--- src/rtl/fetch_pkg.sv ---
// rtl/fetch_pkg.sv - shared types and constants for the instruction-fetch sequencer
package fetch_pkg;

  typedef enum logic [1:0] {
    S_IDLE,
    S_REQ,
    S_WAIT,
    S_FLUSH
  } fetch_state_e;

  localparam logic [31:0] NOP_INSTR        = 32'h0000_0013;
  localparam logic [31:0] DEFAULT_RESET_PC = 32'h8000_0000;

  typedef struct packed {
    logic [31:0] pc;
    logic [31:0] instr;
  } fetch_entry_t;

  localparam fetch_entry_t EMPTY_ENTRY = '{pc: 32'h0, instr: NOP_INSTR};

endpackage

--- src/rtl/fetch_fifo.sv ---
// rtl/fetch_fifo.sv - synchronous instruction buffer between the fetch FSM and decode
module fetch_fifo
  import fetch_pkg::*;
#(
  parameter int DEPTH = 2
) (
  input  logic                   clk,
  input  logic                   rst_n,
  input  logic                   clear,
  input  logic                   push,
  input  fetch_entry_t           push_data,
  input  logic                   pop,
  output logic [$clog2(DEPTH):0] count,
  output logic                   valid,
  output fetch_entry_t           head
);

  localparam int AW = $clog2(DEPTH);

  fetch_entry_t   mem_q [DEPTH];
  fetch_entry_t   mem_d [DEPTH];
  logic [AW-1:0]  rd_ptr_q, rd_ptr_d;
  logic [AW-1:0]  wr_ptr_q, wr_ptr_d;
  logic [AW:0]    count_q, count_d;

  always_comb begin
    mem_d    = mem_q;
    rd_ptr_d = rd_ptr_q;
    wr_ptr_d = wr_ptr_q;
    count_d  = count_q;
    if (clear) begin
      rd_ptr_d = '0;
      wr_ptr_d = '0;
      count_d  = '0;
    end else begin
      if (push) begin
        mem_d[wr_ptr_q] = push_data;
        wr_ptr_d        = wr_ptr_q + 1'b1;
      end
      if (pop) begin
        rd_ptr_d = rd_ptr_q + 1'b1;
      end
      if (push && !pop) begin
        count_d = count_q + 1'b1;
      end else if (pop && !push) begin
        count_d = count_q - 1'b1;
      end
    end
  end

  always_ff @(posedge clk) begin
    if (!rst_n) begin
      rd_ptr_q <= '0;
      wr_ptr_q <= '0;
      count_q  <= '0;
    end else begin
      rd_ptr_q <= rd_ptr_d;
      wr_ptr_q <= wr_ptr_d;
      count_q  <= count_d;
    end
    mem_q <= mem_d;
  end

  // Storage is never reset, so the head is masked to a NOP whenever empty.
  assign count = count_q;
  assign valid = (count_q != '0);
  assign head  = valid ? mem_q[rd_ptr_q] : EMPTY_ENTRY;

endmodule

--- src/rtl/fetch_ctrl.sv ---
// rtl/fetch_ctrl.sv - fetch PC owner: one-outstanding imem requests, redirect flush, decode buffer
module fetch_ctrl
  import fetch_pkg::*;
#(
  parameter logic [31:0] RESET_PC   = DEFAULT_RESET_PC,
  parameter int          FIFO_DEPTH = 2
) (
  input  logic        clk,
  input  logic        rst_n,
  output logic        imem_o_req,
  output logic [31:0] imem_o_addr,
  input  logic        imem_i_gnt,
  input  logic        imem_i_rvalid,
  input  logic [31:0] imem_i_rdata,
  input  logic        redirect_i_valid,
  input  logic [31:0] redirect_i_pc,
  output logic        decode_o_valid,
  output logic [31:0] decode_o_instr,
  output logic [31:0] decode_o_pc,
  input  logic        decode_i_ready
);

  localparam int CW = $clog2(FIFO_DEPTH) + 1;

  fetch_state_e state_q, state_d;
  logic [31:0]  pc_q, pc_d;
  logic [31:0]  out_pc_q, out_pc_d;

  logic         fifo_push, fifo_pop, fifo_clear, fifo_valid;
  logic [CW-1:0] fifo_count;
  fetch_entry_t fifo_head, push_entry;
  logic         granted;
  logic         unused_pc_lsb;

  // Nothing is ever outstanding in S_REQ, so free space is just depth minus count.
  assign imem_o_req    = (state_q == S_REQ) && (fifo_count < CW'(FIFO_DEPTH));
  assign imem_o_addr   = pc_q;
  assign granted       = imem_o_req & imem_i_gnt;
  assign push_entry    = '{pc: out_pc_q, instr: imem_i_rdata};
  assign unused_pc_lsb = ^redirect_i_pc[1:0];

  always_comb begin
    state_d    = state_q;
    pc_d       = pc_q;
    out_pc_d   = out_pc_q;
    fifo_push  = 1'b0;
    fifo_pop   = fifo_valid & decode_i_ready & ~redirect_i_valid;
    fifo_clear = redirect_i_valid;

    case (state_q)
      S_IDLE:  state_d = S_REQ;
      S_REQ: begin
        if (granted) begin
          out_pc_d = pc_q;
          pc_d     = pc_q + 32'd4;
          state_d  = S_WAIT;
        end
      end
      S_WAIT: begin
        if (imem_i_rvalid) begin
          fifo_push = 1'b1;
          state_d   = S_REQ;
        end
      end
      S_FLUSH: begin
        if (imem_i_rvalid) begin
          state_d = S_REQ;
        end
      end
      default: state_d = S_IDLE;
    endcase

    // A redirect overrides the normal step; any response still owed becomes stale.
    if (redirect_i_valid) begin
      pc_d      = {redirect_i_pc[31:2], 2'b00};
      fifo_push = 1'b0;
      case (state_q)
        S_REQ:           state_d = granted ? S_FLUSH : S_REQ;
        S_WAIT, S_FLUSH: state_d = imem_i_rvalid ? S_REQ : S_FLUSH;
        default:         state_d = S_REQ;
      endcase
    end
  end

  always_ff @(posedge clk) begin
    if (!rst_n) begin
      state_q  <= S_IDLE;
      pc_q     <= RESET_PC;
      out_pc_q <= '0;
    end else begin
      state_q  <= state_d;
      pc_q     <= pc_d;
      out_pc_q <= out_pc_d;
    end
  end

  fetch_fifo #(
    .DEPTH(FIFO_DEPTH)
  ) u_fifo (
    .clk      (clk),
    .rst_n    (rst_n),
    .clear    (fifo_clear),
    .push     (fifo_push),
    .push_data(push_entry),
    .pop      (fifo_pop),
    .count    (fifo_count),
    .valid    (fifo_valid),
    .head     (fifo_head)
  );

  assign decode_o_valid = fifo_valid;
  assign decode_o_instr = fifo_head.instr;
  assign decode_o_pc    = fifo_head.pc;

endmodule

--- config.mk ---
export PLATFORM = sky130hd
export DESIGN_NAME = fetch_ctrl
export DESIGN_NICKNAME = d
export VERILOG_FILES = /design/src/rtl/fetch_pkg.sv /design/src/rtl/fetch_fifo.sv /design/src/rtl/fetch_ctrl.sv
export SDC_FILE = /design/constraint.sdc
export NUM_CORES = 1
export LEC_CHECK = 0
export BUFFER_PORTS_ARGS = -buffer_cell sky130_fd_sc_hd__buf_2
export CAP_MARGIN = 15
export CORE_AREA = 2 2 119 121
export CTS_CLUSTER_SIZE = 40
export DETAILED_ROUTE_END_ITERATION = 10
export DIE_AREA = 0 0 121 123
export GPL_ROUTABILITY_DRIVEN = 0
export GPL_TIMING_DRIVEN = 0
export PLACE_DENSITY = 0.91
export SETUP_SLACK_MARGIN = 0.3
export SYNTH_ARGS = -nofsm -noshare
export SYNTH_HDL_FRONTEND = slang
export SYNTH_SLANG_ARGS = --single-unit
export TNS_END_PERCENT = 30
--- constraint.sdc ---
create_clock -name clk -period 8.98 [get_ports clk]
set_clock_uncertainty 0.15 [all_clocks]
set_input_delay 0.449 -clock clk [delete_from_list [all_inputs] [get_ports clk]]
set_output_delay 0.449 -clock clk [all_outputs]
set_load 0.01 [all_outputs]
Yosys cells after proc, flatten, opt, wreduce, memory -nomap -nowiden
Index checks and enable logic that the tools add are counted.

Add/subtract/negate cells: 5. $lt $le $gt $ge: 4. Equality and inequality tests: 5. Multiplexer cells: 22. Bitwise gates (word level): 7. Reduce and logical (&&, ||, !) cells: 17.

Operators by type and width (number): two-way mux 64 bit (5); bitwise mux 128 bit (1); two-way mux 32 bit (3); demux 64 bit (select 1 bit) (1); adder 32 x 3 -> 32 bit (second input constant) (1); two-way mux 2 bit (7); AND reduction 2 bit (4); nonzero test 2 bit (4); one-hot mux 2 bit (3 select lines) (1); equality test 2 bit (second input constant) (2); >= comparator 2 bit (second input constant) (2); logical AND 1 bit (4); inverter 1 -> 2 bit (2); one-hot mux 2 bit (2 select lines) (1); OR reduction 2 bit (2); AND 1 bit (3); two-way mux 1 bit (3); inequality test 3 x 1 -> 1 bit (second input constant) (1); inequality test 3 bit (second input constant) (1); adder 1 bit (second input constant) (2); adder 2 x 1 -> 2 bit (second input constant) (1); equality test 2 x 1 -> 1 bit (second input constant) (1); zero test 1 bit (2); zero test 2 bit (1); 4 further kinds (5).

Register bits after elaboration: 198. Input port bits: 70. Output and inout bits: 98. Word-level logic and storage cells: 71.

Depth between registers and ports, before layout
Depth after elaboration: 7. Gate-level depth with buffers: 9. Depth with buffers taken out: 7.

Cells and area by module
A second synthesis with hierarchy kept.

Cells, all modules: 666. Area total of the unflattened synthesis: 8036.5 um^2.

Modules (own cells, without submodules): fetch_fifo (instances 1, cells each 291, area an instance 5013.6 um^2); fetch_ctrl (instances 1, cells each 375, area an instance 3022.9 um^2).

Worst setup path before layout
OpenSTA, ideal clock, no wires.

Path type: input-to-reg. From: in redirect_i_valid. To: reg u_fifo.mem_q[100] (netlist name), enable pin. Setup time: 490 ps. Arrival: 3936 ps. Data required time: 8340 ps. Setup slack: 4404 ps. Stages: 3. Path buffers: 1. Cells stage by stage: clkbuf_1 > nor4bb_1 > nor2b_1.

Cells in the longest elaborated chain, start to end: 2. Elaborated cells between the ends (all ways): 3. Those cells by class: 1 x mux; 1 x bitwise; 1 x reduce/logical.

Ends and longest elaborated chain: start, declared (line fetch_ctrl.sv:15) `input logic redirect_i_valid,`; two-way mux 1 bit (line fetch_ctrl.sv:74) `if (redirect_i_valid) begin`; named net fifo_push (line fetch_ctrl.sv:29) `logic fifo_push, fifo_pop, fifo_clear, fifo_valid;`; AND reduction 2 bit (no source line); end signal, assigned (line fetch_fifo.sv:61) `mem_q <= mem_d;`; end, declared (line fetch_fifo.sv:20) `fetch_entry_t mem_q [DEPTH];`.

The timed path passes the listed nets, and every way through them passes these cells. A chain may end at the register's enable or synchronous reset.

Worst setup path after layout
From: reg u_fifo.count_q[1], in the netlist u_fifo.count[1]. To: out decode_o_pc[21].

Cells in the longest elaborated chain, start to end: 2.

Ends and longest elaborated chain: start, declared (line fetch_fifo.sv:24) `logic [AW:0] count_q, count_d;`; start signal, assigned (line fetch_fifo.sv:59) `count_q <= count_d;`; nonzero test 2 bit (line fetch_fifo.sv:66) `assign valid = (count_q != '0);`; two-way mux 64 bit (line fetch_fifo.sv:67) `assign head = valid ? mem_q[rd_ptr_q] : EMPTY_ENTRY;`; end, declared (line fetch_ctrl.sv:19) `output logic [31:0] decode_o_pc,`.

No other way between the ends.

==> results by group <==
Clock network
  – Latest clock arrival within the worst-skew pair: 430 ps
  – CTS Buffer Depth: 2
  – CTS Buf Count: 17
  – Post-CTS setup buffer count: 0
  – PostCTS Resize Cnt: 0
  – CTS Hold Bufs: 0
  – Clock tree from TritonCTS: done
  – CTS root buf: clkbuf_16
  – Total number of H-tree levels: 4
  – Clock transition at path regs: 60 ps
  – Clk sink count: 190

Timing
  – Setup TNS: 0 ps
  – Max frequency: roughly 0.32 GHz
  – Slew headroom: a little over two fifths
  – # setup viols final: 0
  – Final Cycle Share: 35.0%
  – Slew Viols, Final: 0
  – RSZ-0062 raised after global routing: no
  – Endpoints failing hold: 0
  – Worst-Margin Slew: 872 ps
  – Crit path time final: 3140 ps

Placed design
  – Placed instance area: 8930 µm²
  – Port-buffer cells: roughly 160
  – Dpl hpwl: 12.5 mm

Floorplanning
  – Core area: roughly 14,000 µm²
  – Ports: 168
  – Row count: 43
  – Die area: approximately 15,000 µm²
  – Die H: 123 µm
  – Die Wd: 121 µm
  – Initial Utilization: between 50% and 60%

Logic synthesis
  – Synth Flop Type: edfxtp_1
  – Mapped Avg Cell Area: 11.9 µm²
  – Post-synthesis cell area: 7840 µm²
  – EDFF count, synth: 124
  – Ys async rst share: 0%
  – Yosys reg bits: 190
  – Yosys warning count: 0
  – Seq/Total Area, Yosys: about 64%
  – Yosys cell types: 44
  – Post-Syn Instances: 661

Pwr
  – Switch Pwr: 0.394 mW
  – Pint: 1.40 mW
  – Sequential share of power: 53.8%
  – Lkg Pwr: 3.49 nW
  – Comb pwr share: approximately 5.6%
  – Switch share: 21.9%
  – Clk pwr share: approximately 41%
  – Pwr dens: 189 nW/µm²
  – Peak supply drop: roughly 0.15 mV

Worst setup path
  – Startpoint types: flip-flop
  – Most used cell, CP: nor2_1
  – Critical path buffers and inverters: 3
  – Top delay family on crit path: buffers and inverters
  – WP data arrival: 2540 ps
  – Worst EP required: between 8000 and 9000 ps
  – Crit path max fanout: 10
  – Worst Setup End Kind: primary output
  – CP max stage cell: nor2_1
  – Crit-path max cell delay: roughly 550 ps
  – Crit Path Category: flip-flop to primary output
  – Crit-path cells: nor2_1 -> clkbuf_1 -> buf_1 -> nor2_1 -> buf_2

Hold path
  – Worst min path class: primary input to flip-flop

Routing
  – Final WL: 17.9 mm
  – Drt wl/cell: 17.2 µm
  – Via density: 5.64
  – ANT nets after route: 0
  – DRT Pass-1 Iters: 5
  – DR iter-0 viols: between 500 and 600
  – DR DRC count: 0
  – Via count: 5,853

Global routing
  – Pin count of the biggest net entering global routing: 63
  – Tot GR Track Use: approximately 24%
  – Number of global-route vias before repair: 5,471
  – GRT Residual Overflow: 0
  – First-pass GRT wire length: 27.3 mm
  – Initial antenna violation count: 0

Cells and area
  – FILL cells: 1,004
  – Antenna Cells: 0
  – Area grow syn2layout: 21.4%
  – Nets: 916
  – Share of cells above drive strength 1: 23.9%
  – Post-route design area: 9520 µm²

Status
  – Outcome: completed

Run
  – Max-cap violations: 0
-- worst register-to-register path, delay by kind of cell, from the launching register on --
family / cells / cell delay (ps)
buffers and inverters: 2 / 460
flip-flops: 1 / 430
AND/OR/NAND/NOR: 2 / 1300
-- cell usage after synthesis (8+ instances only) --
| cell type | n | share of area [%] |
|---|---|---|
| dfxtp_1 | 66 | 17 |
| nor4_1 | 8 | 0.64 |
| a21boi_0 | 32 | 3.1 |
| clkbuf_1 | 28 | 1.3 |
| or3_1 | 10 | 0.80 |
| a21oi_1 | 9 | 0.57 |
| edfxtp_1 | 124 | 47 |
| nand4_1 | 8 | 0.64 |
| nor2_1 | 69 | 3.3 |
| nand3_1 | 13 | 0.83 |
| buf_1 | 11 | 0.53 |
| or4_1 | 9 | 0.86 |
| mux2i_1 | 62 | 7.9 |
| a31oi_1 | 15 | 1.2 |
| nand2_1 | 82 | 3.9 |
| nor3_1 | 9 | 0.57 |
| o21ai_0 | 32 | 2.0 |
-- sequential cells by signal (all words and copies together), names as in the netlist --
| signal | cells |
|---|---|
| u_fifo.rd_ptr_q | 1 |
| state_q | 2 |
| u_fifo.wr_ptr_q | 1 |
| u_fifo.mem_q | 124 |
| imem_o_addr | 30 |
| out_pc_q | 30 |
| u_fifo.count | 2 |
-- area by class of cell --
| type | count | area [µm²] | area share (%) |
|---|---|---|---|
| Sequential cell | 190 | 5040 | 53.0 |
| Multi-Input combinational cell | 421 | 2600 | 27.3 |
| Timing Repair Buffer | 161 | 843 | 8.86 |
| Clock buffer | 21 | 483 | 5.07 |
| Tap cell | 180 | 225 | 2.37 |
| Buffer | 48 | 201 | 2.12 |
| Clock inverter | 11 | 105 | 1.10 |
| Inverter | 5 | 18.8 | 0.197 |
-- per-stage QoR --
| stage | std cells | hold WS (ps) | power [mW] | worst slack, ps | utilization, % |
|---|---|---|---|---|---|
| 2_1_floorplan | 664 | 275 | 1.03 | 4400 | - |
| 3_3_place_gp | 1003 | 279 | 1.08 | 2730 | 65.2 |
| 3_5_place_dp | 1005 | 287 | 1.08 | 6010 | 65.6 |
| 4_1_cts | 1037 | 45.9 | 1.80 | 5720 | 69.9 |
| 5_1_grt | 1037 | 44.6 | 1.85 | 5620 | 69.9 |
| 6_report | 1037 | 60.2 | 1.80 | 5840 | 69.9 |
-- power by group through the flow --
stage                     combinational (mW)  sequential (mW)  clock (mW)
final                                  0.101            0.966       0.730
after global routing                   0.110            0.968       0.775
after CTS                              0.100            0.965       0.737
after detailed placement              0.0994            0.985           0
after global placement                0.0952            0.984           0
after floorplan                       0.0501            0.983           0
-- layer usage --
metal	vias to the layer above	GRT usage, %	share of wire (%)
li1	2773	-	-
met1	2756	30.1	39
met2	284	40.7	49
met3	40	5.44	8.7
met4	0	10.7	2.7
met5	-	0	0
-- logic make-up (layout without fill, tap and decap cells) --
logic type / after synthesis / count (layout) / share of synthesized area, %
muxes: 62 / 62 / 7.91
xor gates and xnor gates: 12 / 12 / 1.34
adders and majority gates: 2 / 2 / 0.319
and+or+nand+nor: 232 / 232 / 14.1
buffers and inverters: 53 / 246 / 2.81
other: 1 / 4 / 0.0478
AOI/OAI and AO/OA: 109 / 109 / 9.14
DFF: 190 / 190 / 64.3
-- worst paths after layout --
kind / cells after the start / slack [ps] / startpoint / end
max reg2reg: 4 / 6340 / state_q[1] / u_fifo.mem_q[86]
max: 5 / 5840 / u_fifo.count[1] / decode_o_pc[21]
min reg2reg: 0 / 310 / out_pc_q[6] / u_fifo.mem_q[102]
min: 1 / 60 / imem_i_rdata[10] / u_fifo.mem_q[10]
-- placed cells by master (no fill, tap or decap), types with 3 or more instances in the layout --
cell	count
a21boi_0	32
a21oi_1	9
a31oi_1	15
and3_1	3
and4_1	4
buf_1	11
buf_2	164
buf_4	4
clkbuf_1	30
clkbuf_16	19
clkinv_4	5
conb_1	4
dfxtp_1	66
edfxtp_1	124
inv_1	5
mux2i_1	62
nand2_1	82
nand2b_1	5
nand3_1	13
nand4_1	8
nor2_1	69
nor3_1	9
nor4_1	8
o211a_1	3
o21a_1	3
o21ai_0	32
o311a_1	3
o31ai_1	7
or3_1	10
or4_1	9
xnor2_1	7
xor2_1	5
Note: power is estimated with default switching activity, not from simulation.
